[src/rtl/uart_tx_frame_if.sv]
// Parallel-side request and serial-side status of the UART transmitter.
interface uart_tx_frame_if #(
  parameter int DATA_WIDTH = 8
);
  logic [DATA_WIDTH-1:0] P_DATA;
  logic                  DATA_VALID;
  logic                  PAR_EN;
  logic                  PAR_TYP;
  logic                  TX_OUT;
  logic                  Busy;

  modport master (output P_DATA, DATA_VALID, PAR_EN, PAR_TYP, input TX_OUT, Busy);
  modport slave  (input P_DATA, DATA_VALID, PAR_EN, PAR_TYP, output TX_OUT, Busy);
endinterface

[src/rtl/uart_tx_frame.sv]
// UART frame serializer: start, DATA_WIDTH bits LSB-first, optional parity, one stop.
// Each bit is held CLKS_PER_BIT cycles; TX_OUT and Busy come straight from flops.
module uart_tx_frame #(
  parameter int DATA_WIDTH   = 8,
  parameter int CLKS_PER_BIT = 1
) (
  input logic           CLK,
  input logic           RST,
  uart_tx_frame_if.slave tx_if
);
  localparam int PW = (CLKS_PER_BIT > 1) ? $clog2(CLKS_PER_BIT) : 1;
  localparam int BW = (DATA_WIDTH > 1) ? $clog2(DATA_WIDTH) : 1;

  typedef enum logic [2:0] {IDLE, START, DATA, PARITY, STOP} state_t;

  state_t                state_q, state_d;
  logic [PW-1:0]         pre_q, pre_d;
  logic [BW-1:0]         bit_q, bit_d;
  logic [DATA_WIDTH-1:0] shr_q, shr_d;
  logic                  par_q, par_d;
  logic                  pen_q, pen_d;
  logic                  tx_q, tx_d;
  logic                  busy_q, busy_d;
  logic                  bit_end;

  assign bit_end      = (pre_q == PW'(CLKS_PER_BIT - 1));
  assign tx_if.TX_OUT = tx_q;
  assign tx_if.Busy   = busy_q;

  always_ff @(posedge CLK) begin
    if (!RST) begin
      state_q <= IDLE;
      pre_q   <= '0;
      bit_q   <= '0;
      shr_q   <= '0;
      par_q   <= 1'b0;
      pen_q   <= 1'b0;
      tx_q    <= 1'b1;
      busy_q  <= 1'b0;
    end else begin
      state_q <= state_d;
      pre_q   <= pre_d;
      bit_q   <= bit_d;
      shr_q   <= shr_d;
      par_q   <= par_d;
      pen_q   <= pen_d;
      tx_q    <= tx_d;
      busy_q  <= busy_d;
    end
  end

  always_comb begin
    state_d = state_q;
    pre_d   = pre_q;
    bit_d   = bit_q;
    shr_d   = shr_q;
    par_d   = par_q;
    pen_d   = pen_q;
    tx_d    = tx_q;
    busy_d  = busy_q;
    if (state_q != IDLE) pre_d = bit_end ? '0 : pre_q + 1'b1;
    case (state_q)
      IDLE: begin
        tx_d   = 1'b1;
        busy_d = 1'b0;
        if (tx_if.DATA_VALID) begin
          shr_d   = tx_if.P_DATA;
          pen_d   = tx_if.PAR_EN;
          // odd parity is the XNOR-reduce, i.e. the even bit inverted
          par_d   = (^tx_if.P_DATA) ^ tx_if.PAR_TYP;
          state_d = START;
          tx_d    = 1'b0;
          busy_d  = 1'b1;
          pre_d   = '0;
        end
      end
      START: if (bit_end) begin
        state_d = DATA;
        tx_d    = shr_q[0];
        shr_d   = shr_q >> 1;
        bit_d   = '0;
      end
      DATA: if (bit_end) begin
        if (bit_q == BW'(DATA_WIDTH - 1)) begin
          state_d = pen_q ? PARITY : STOP;
          tx_d    = pen_q ? par_q : 1'b1;
        end else begin
          bit_d = bit_q + 1'b1;
          tx_d  = shr_q[0];
          shr_d = shr_q >> 1;
        end
      end
      PARITY: if (bit_end) begin
        state_d = STOP;
        tx_d    = 1'b1;
      end
      STOP: if (bit_end) begin
        state_d = IDLE;
        tx_d    = 1'b1;
        busy_d  = 1'b0;
      end
      default: state_d = IDLE;
    endcase
  end
endmodule

[src/flat_wrapper.sv]
// flat-port wrapper written by rule: the top's interface ports become plain ports
module uart_tx_frame_flat 
#(
  parameter int DATA_WIDTH   = 8,
  parameter int CLKS_PER_BIT = 1
)
  (CLK, RST, tx_if_P_DATA, tx_if_DATA_VALID, tx_if_PAR_EN, tx_if_PAR_TYP, tx_if_TX_OUT, tx_if_Busy);
  uart_tx_frame_if #(.DATA_WIDTH(DATA_WIDTH)) tx_if_i ();
  input logic CLK;
  input logic RST;
  input wire logic [$bits(tx_if_i.P_DATA)-1:0] tx_if_P_DATA;
  input wire logic [$bits(tx_if_i.DATA_VALID)-1:0] tx_if_DATA_VALID;
  input wire logic [$bits(tx_if_i.PAR_EN)-1:0] tx_if_PAR_EN;
  input wire logic [$bits(tx_if_i.PAR_TYP)-1:0] tx_if_PAR_TYP;
  output wire logic [$bits(tx_if_i.TX_OUT)-1:0] tx_if_TX_OUT;
  output wire logic [$bits(tx_if_i.Busy)-1:0] tx_if_Busy;
  assign tx_if_i.P_DATA = tx_if_P_DATA;
  assign tx_if_i.DATA_VALID = tx_if_DATA_VALID;
  assign tx_if_i.PAR_EN = tx_if_PAR_EN;
  assign tx_if_i.PAR_TYP = tx_if_PAR_TYP;
  assign tx_if_TX_OUT = tx_if_i.TX_OUT;
  assign tx_if_Busy = tx_if_i.Busy;
  uart_tx_frame #(.DATA_WIDTH(DATA_WIDTH), .CLKS_PER_BIT(CLKS_PER_BIT)) u_core (.CLK(CLK), .RST(RST), .tx_if(tx_if_i));
endmodule
[config.mk]
export PLATFORM = sky130hd
export DESIGN_NAME = uart_tx_frame_flat
export DESIGN_NICKNAME = d
export VERILOG_FILES = /design/src/rtl/uart_tx_frame_if.sv /design/src/rtl/uart_tx_frame.sv /design/src/flat_wrapper.sv
export SDC_FILE = /design/constraint.sdc
export NUM_CORES = 1
export LEC_CHECK = 0
export CAP_MARGIN = 25
export CORE_MARGIN = 3
export CORE_UTILIZATION = 45
export CTS_CLUSTER_SIZE = 25
export DETAILED_ROUTE_END_ITERATION = 16
export PLACE_DENSITY = 0.68
export SYNTH_ARGS = -nofsm -noshare
export SYNTH_HDL_FRONTEND = slang
export SYNTH_SLANG_ARGS = --single-unit
export TNS_END_PERCENT = 1
[constraint.sdc]
create_clock -name CLK -period 6 [get_ports CLK]
set_clock_uncertainty 0.05 [all_clocks]
set_input_delay 0.9 -clock CLK [delete_from_list [all_inputs] [get_ports CLK]]
set_output_delay 0.9 -clock CLK [all_outputs]
set_load 0.02 [all_outputs]
## After elaboration in Yosys (flattened, before gate mapping)

Cells that the tools add are included.

- Logic and storage cells: 68
- Bits in registers: 19
- Output and inout bits: 2

- Bitwise gates (word level): 1
- Equal/unequal tests: 13
- Add/sub/neg operators: 2
- Reduce and logical (&&, ||, !) cells: 14
- Mux-type cells: 30

Operators by type and width:

| kind | number |
|---|---|
| 2-to-1 mux 8 bit | 4 |
| 2-to-1 mux 3 bit | 9 |
| one-hot mux 8 bit (3 select lines) | 1 |
| one-hot mux 3 bit (5 select lines) | 1 |
| inequality test 2 bit (second input constant) | 7 |
| 2-to-1 mux 1 bit | 12 |
| AND reduction 4 bit | 2 |
| XOR reduction 8 bit | 1 |
| equality test 3 x 2 -> 1 bit (second input constant) | 2 |
| equality test 3 bit (second input constant) | 2 |
| one-hot mux 3 bit (2 select lines) | 1 |
| AND reduction 6 bit | 1 |
| nonzero test 3 bit | 2 |
| AND reduction 5 bit | 1 |
| one-hot mux 1 bit (4 select lines) | 1 |
| AND reduction 2 bit | 2 |
| nonzero test 2 bit | 2 |
| nonzero test 4 bit | 1 |
| adder 3 x 1 -> 3 bit (second input constant) | 1 |
| equality test 3 x 1 -> 1 bit (second input constant) | 1 |
| logical NOT 3 bit | 1 |
| inequality test 2 x 1 -> 1 bit (second input constant) | 1 |
| one-hot mux 1 bit (2 select lines) | 1 |
| OR reduction 2 bit | 1 |
| other kinds (2) | 2 |

## Depth between registers and ports, before layout

- Depth in word-level cells: 5
- Depth in mapped cells: 7

## Worst setup path after synthesis

OpenSTA, ideal clock, no wires.

- Path type: input to register
- From: in tx_if_DATA_VALID
- To: reg u_core.shr_q[2]
- Setup slack: 4.016 ns
- Stages: 5
- Setup time: 0.079 ns
- Buffers on the path: 1
- Data required time: 5.871 ns
- Arrival time: 1.854 ns
- Cell sequence: or3b_1 > a31oi_4 > buf_6 > nor2_1 > a211oi_2

- Longest elaborated chain between the ends: 2

Ends and longest elaborated chain:

| what | line | source |
|---|---|---|
| start, declared | flat_wrapper.sv:12 | `input wire logic [$bits(tx_if_i.DATA_VALID)-1:0] tx_if_DATA_VALID;` |
| inequality test 2 bit (no source line) | n/a |  |
| AND reduction 5 bit (no source line) | n/a |  |
| end signal, assigned | uart_tx_frame.sv:44 | `shr_q <= shr_d;` |
| end, declared | uart_tx_frame.sv:19 | `logic [DATA_WIDTH-1:0] shr_q, shr_d;` |

Every way passes these cells.
A chain may end at the register's enable or synchronous reset.

## Worst setup path in the final report

- From: in tx_if_DATA_VALID
- To: reg u_core.shr_q[4]

Same word-level chain as after synthesis.

==> impl_metrics.tcl <==
set metrics [dict create \
    cts_buffers 3 \
    fp-row-count 16 \
    seqCellArea_um2 380 \
    min_path_type "reg -> reg" \
    tightest_slew_ns 0.598 \
    max-vdd-ir-drop_uv 199 \
    slew_headroom 0.600 \
    num-fill-cells 192 \
    portBuffers 14 \
    placedInstanceArea_um2 1180 \
    worst_ep_required_time_ns 6.15 \
    reg2regPathDepth 6 \
    wl_um 2000 \
    fmax_mhz 409 \
    gr-usage-all-layers 0.161 \
    startpoint_type "input port" \
    cp.arrival_ns 2.60 \
    cts_tree "built" \
    die-area_um2 2950 \
    via_count 828 \
    yosysUniqueCellTypes 39 \
    synth_flop_cell "dfxtp_1" \
    hold_viol 0 \
    finalWorstSetupSlack_ns 3.55 \
    end_kind "flip-flop" \
    die_h_um 54.3 \
    multiInputGateArea_um2 621 \
    grt_max_degree 17 \
    min_period_ns 2.45 \
    p_leak_nw 0.466 \
    finalMaxSlewViolations 0 \
    start_util 0.504 \
    nets 137 \
    postCtsSetupRepairBufs 0 \
    areaGrowthSynthToFinish_pct 15.3 \
    min_period_over_period 0.408 \
    async_reset_ff_frac 0 \
    finalSetupTns_ns 0 \
    setup_viol 0 \
    synth_edf_count 0 \
    cpPeakStageDelay_ns 0.53 \
    status "completed" \
    mostFrequentLayoutCell "dfxtp_1" \
    cts-root-buf "clkbuf_4" \
    synth_cells 109 \
    hold_buffers 0 \
    drc_errors 0 \
    post-dp-hpwl_um 1510 \
    worstPathCellList "clkdlybuf4s50_1, or3b_1, a31oi_4, nor2_1, a211oi_1" \
    maxCapViolCount 0 \
    final_cell_mix "dfxtp_1, nor2_1, clkdlybuf4s50_1" \
    yosysSeqAreaShare 0.363 \
    first_pass_iters 4 \
    rsz0062_at_grt "no" \
    holdPathStages 2 \
    fp.coreArea_um2 2080 \
    ant_nets 0 \
    path_max_fanout 16 \
    drt-wirelength-per-cell_um 13.5 \
    critical_path.slowest_cell "clkdlybuf4s50_1" \
    ys_ff_latch 19 \
    syn_area_per_cell_um2 9.62 \
    htree_levels 1 \
    grt_pass1_vias 725 \
    first_iter_violations 10 \
    antennaDiodeCount 0 \
    syn-num-nets 124 \
    vias_per_cell 5.59 \
    grt_pass1_wl_um 3360 \
    cts.reportedPaths.clkPinSlew_ns 0.11 \
    ioPinCount 15 \
    dp_slack_ns 3.25 \
    synth_area_um2 1050 \
    fin_area_um2 1210 \
    power_density_nw_per_um2 257 \
    gr-total-overflow 0 \
    yosys_warnings 0 \
    place_congestion 0.816 \
    cts_resized 0 \
    clock_latency_ns 0.30 \
    worstSetupPathType "in -> reg" \
    drive_gt1_frac 0.0992 \
    whs_ns 0.425 \
    clk_path_buf_depth 2 \
    fp.dieW_um 54.3 \
    antenna_found_initial 0 \
    cts_sinks 19 \
]
[flip-flops by register name, indices dropped and copies added (netlist names)]
name                 cells
u_core.shr_q             8
u_core.state_q           3
u_core.pre_q             1
u_core.par_q             1
u_core.pen_q             1
u_core.tx_if.TX_OUT      1
u_core.tx_if.Busy        1
u_core.bit_q             3
[where the power goes]
part / switching, W / internal, W
registers: 0.0000127 / 0.000141
logic: 0.0000448 / 0.0000468
clock network: 0.0000396 / 0.0000259
total: 0.0000970 / 0.000214
[path summary, 6_finish.rpt]
path,start,to,slack [ns]
max,tx_if_DATA_VALID,u_core.shr_q[4]$_SDFFE_PN0P_,3.55
min,u_core.shr_q[7]$_SDFFE_PN0P_,u_core.shr_q[7]$_SDFFE_PN0P_,0.43
max reg2reg,u_core.bit_q[0]$_SDFFE_PN0P_,u_core.shr_q[4]$_SDFFE_PN0P_,3.75
min reg2reg,u_core.shr_q[7]$_SDFFE_PN0P_,u_core.shr_q[7]$_SDFFE_PN0P_,0.43
[cell type report]
cell class                 count  share of cell area
sequential                    19               0.315
clock buffer                   4              0.0217
tap                           27              0.0280
inverter                       2             0.00621
timing repair buffer          14               0.116
multi-input combinational     82               0.513
[metal layers]
layer / track usage / wire length (um)
met1: 0.222 / 973
met2: 0.239 / 911
met3: 0.0572 / 87
met4: 0.0373 / 24
met5: 0 / 0
[cells by family (layout without fill, tap and decap cells)]
| kind of cell | after synthesis | in the layout | share of synthesized area |
|---|---|---|---|
| XOR/XNOR | 6 | 6 | 0.0633 |
| buffers and inverters | 8 | 20 | 0.0453 |
| AO/OA/AOI/OAI | 23 | 23 | 0.186 |
| AND/OR/NAND/NOR | 41 | 41 | 0.223 |
| multiplexers | 9 | 9 | 0.0859 |
| flip-flops | 19 | 19 | 0.363 |
| adder cells (fa/ha/maj) | 3 | 3 | 0.0334 |
[worst max-delay path: cells and delay by family]
family                 cells  cell delay (ns)
AOI/OAI and AO/OA          2             0.69
buffers and inverters      1             0.53
and+or+nand+nor            2             0.48
[per-stage QoR]
stage | power (W) | std cells | util
2_1_floorplan | 0.000225 | 109 | -
3_3_place_gp | 0.000245 | 144 | 0.568
3_5_place_dp | 0.000249 | 144 | 0.568
4_1_cts | 0.000314 | 148 | 0.581
5_1_grt | 0.000330 | 148 | 0.581
6_report | 0.000311 | 148 | 0.581
[cell usage after synthesis (2+ instances only)]
cell / number / area [um2]
nor2b_1: 2 / 12.5
a211o_1: 2 / 17.5
nand2_1: 7 / 26.3
mux2i_1: 9 / 90.1
nand2b_1: 4 / 25.0
buf_6: 2 / 22.5
xnor2_1: 3 / 26.3
nor2_1: 16 / 60.1
a211oi_1: 6 / 45.0
a22oi_1: 2 / 15.0
dfxtp_1: 19 / 380
a211oi_2: 2 / 25.0
a21oi_1: 4 / 20.0
buf_2: 2 / 10.0
ha_1: 2 / 25.0
inv_1: 2 / 7.51
or3b_1: 2 / 17.5
xor2_1: 2 / 17.5
(Power assumes the default switching activity.)
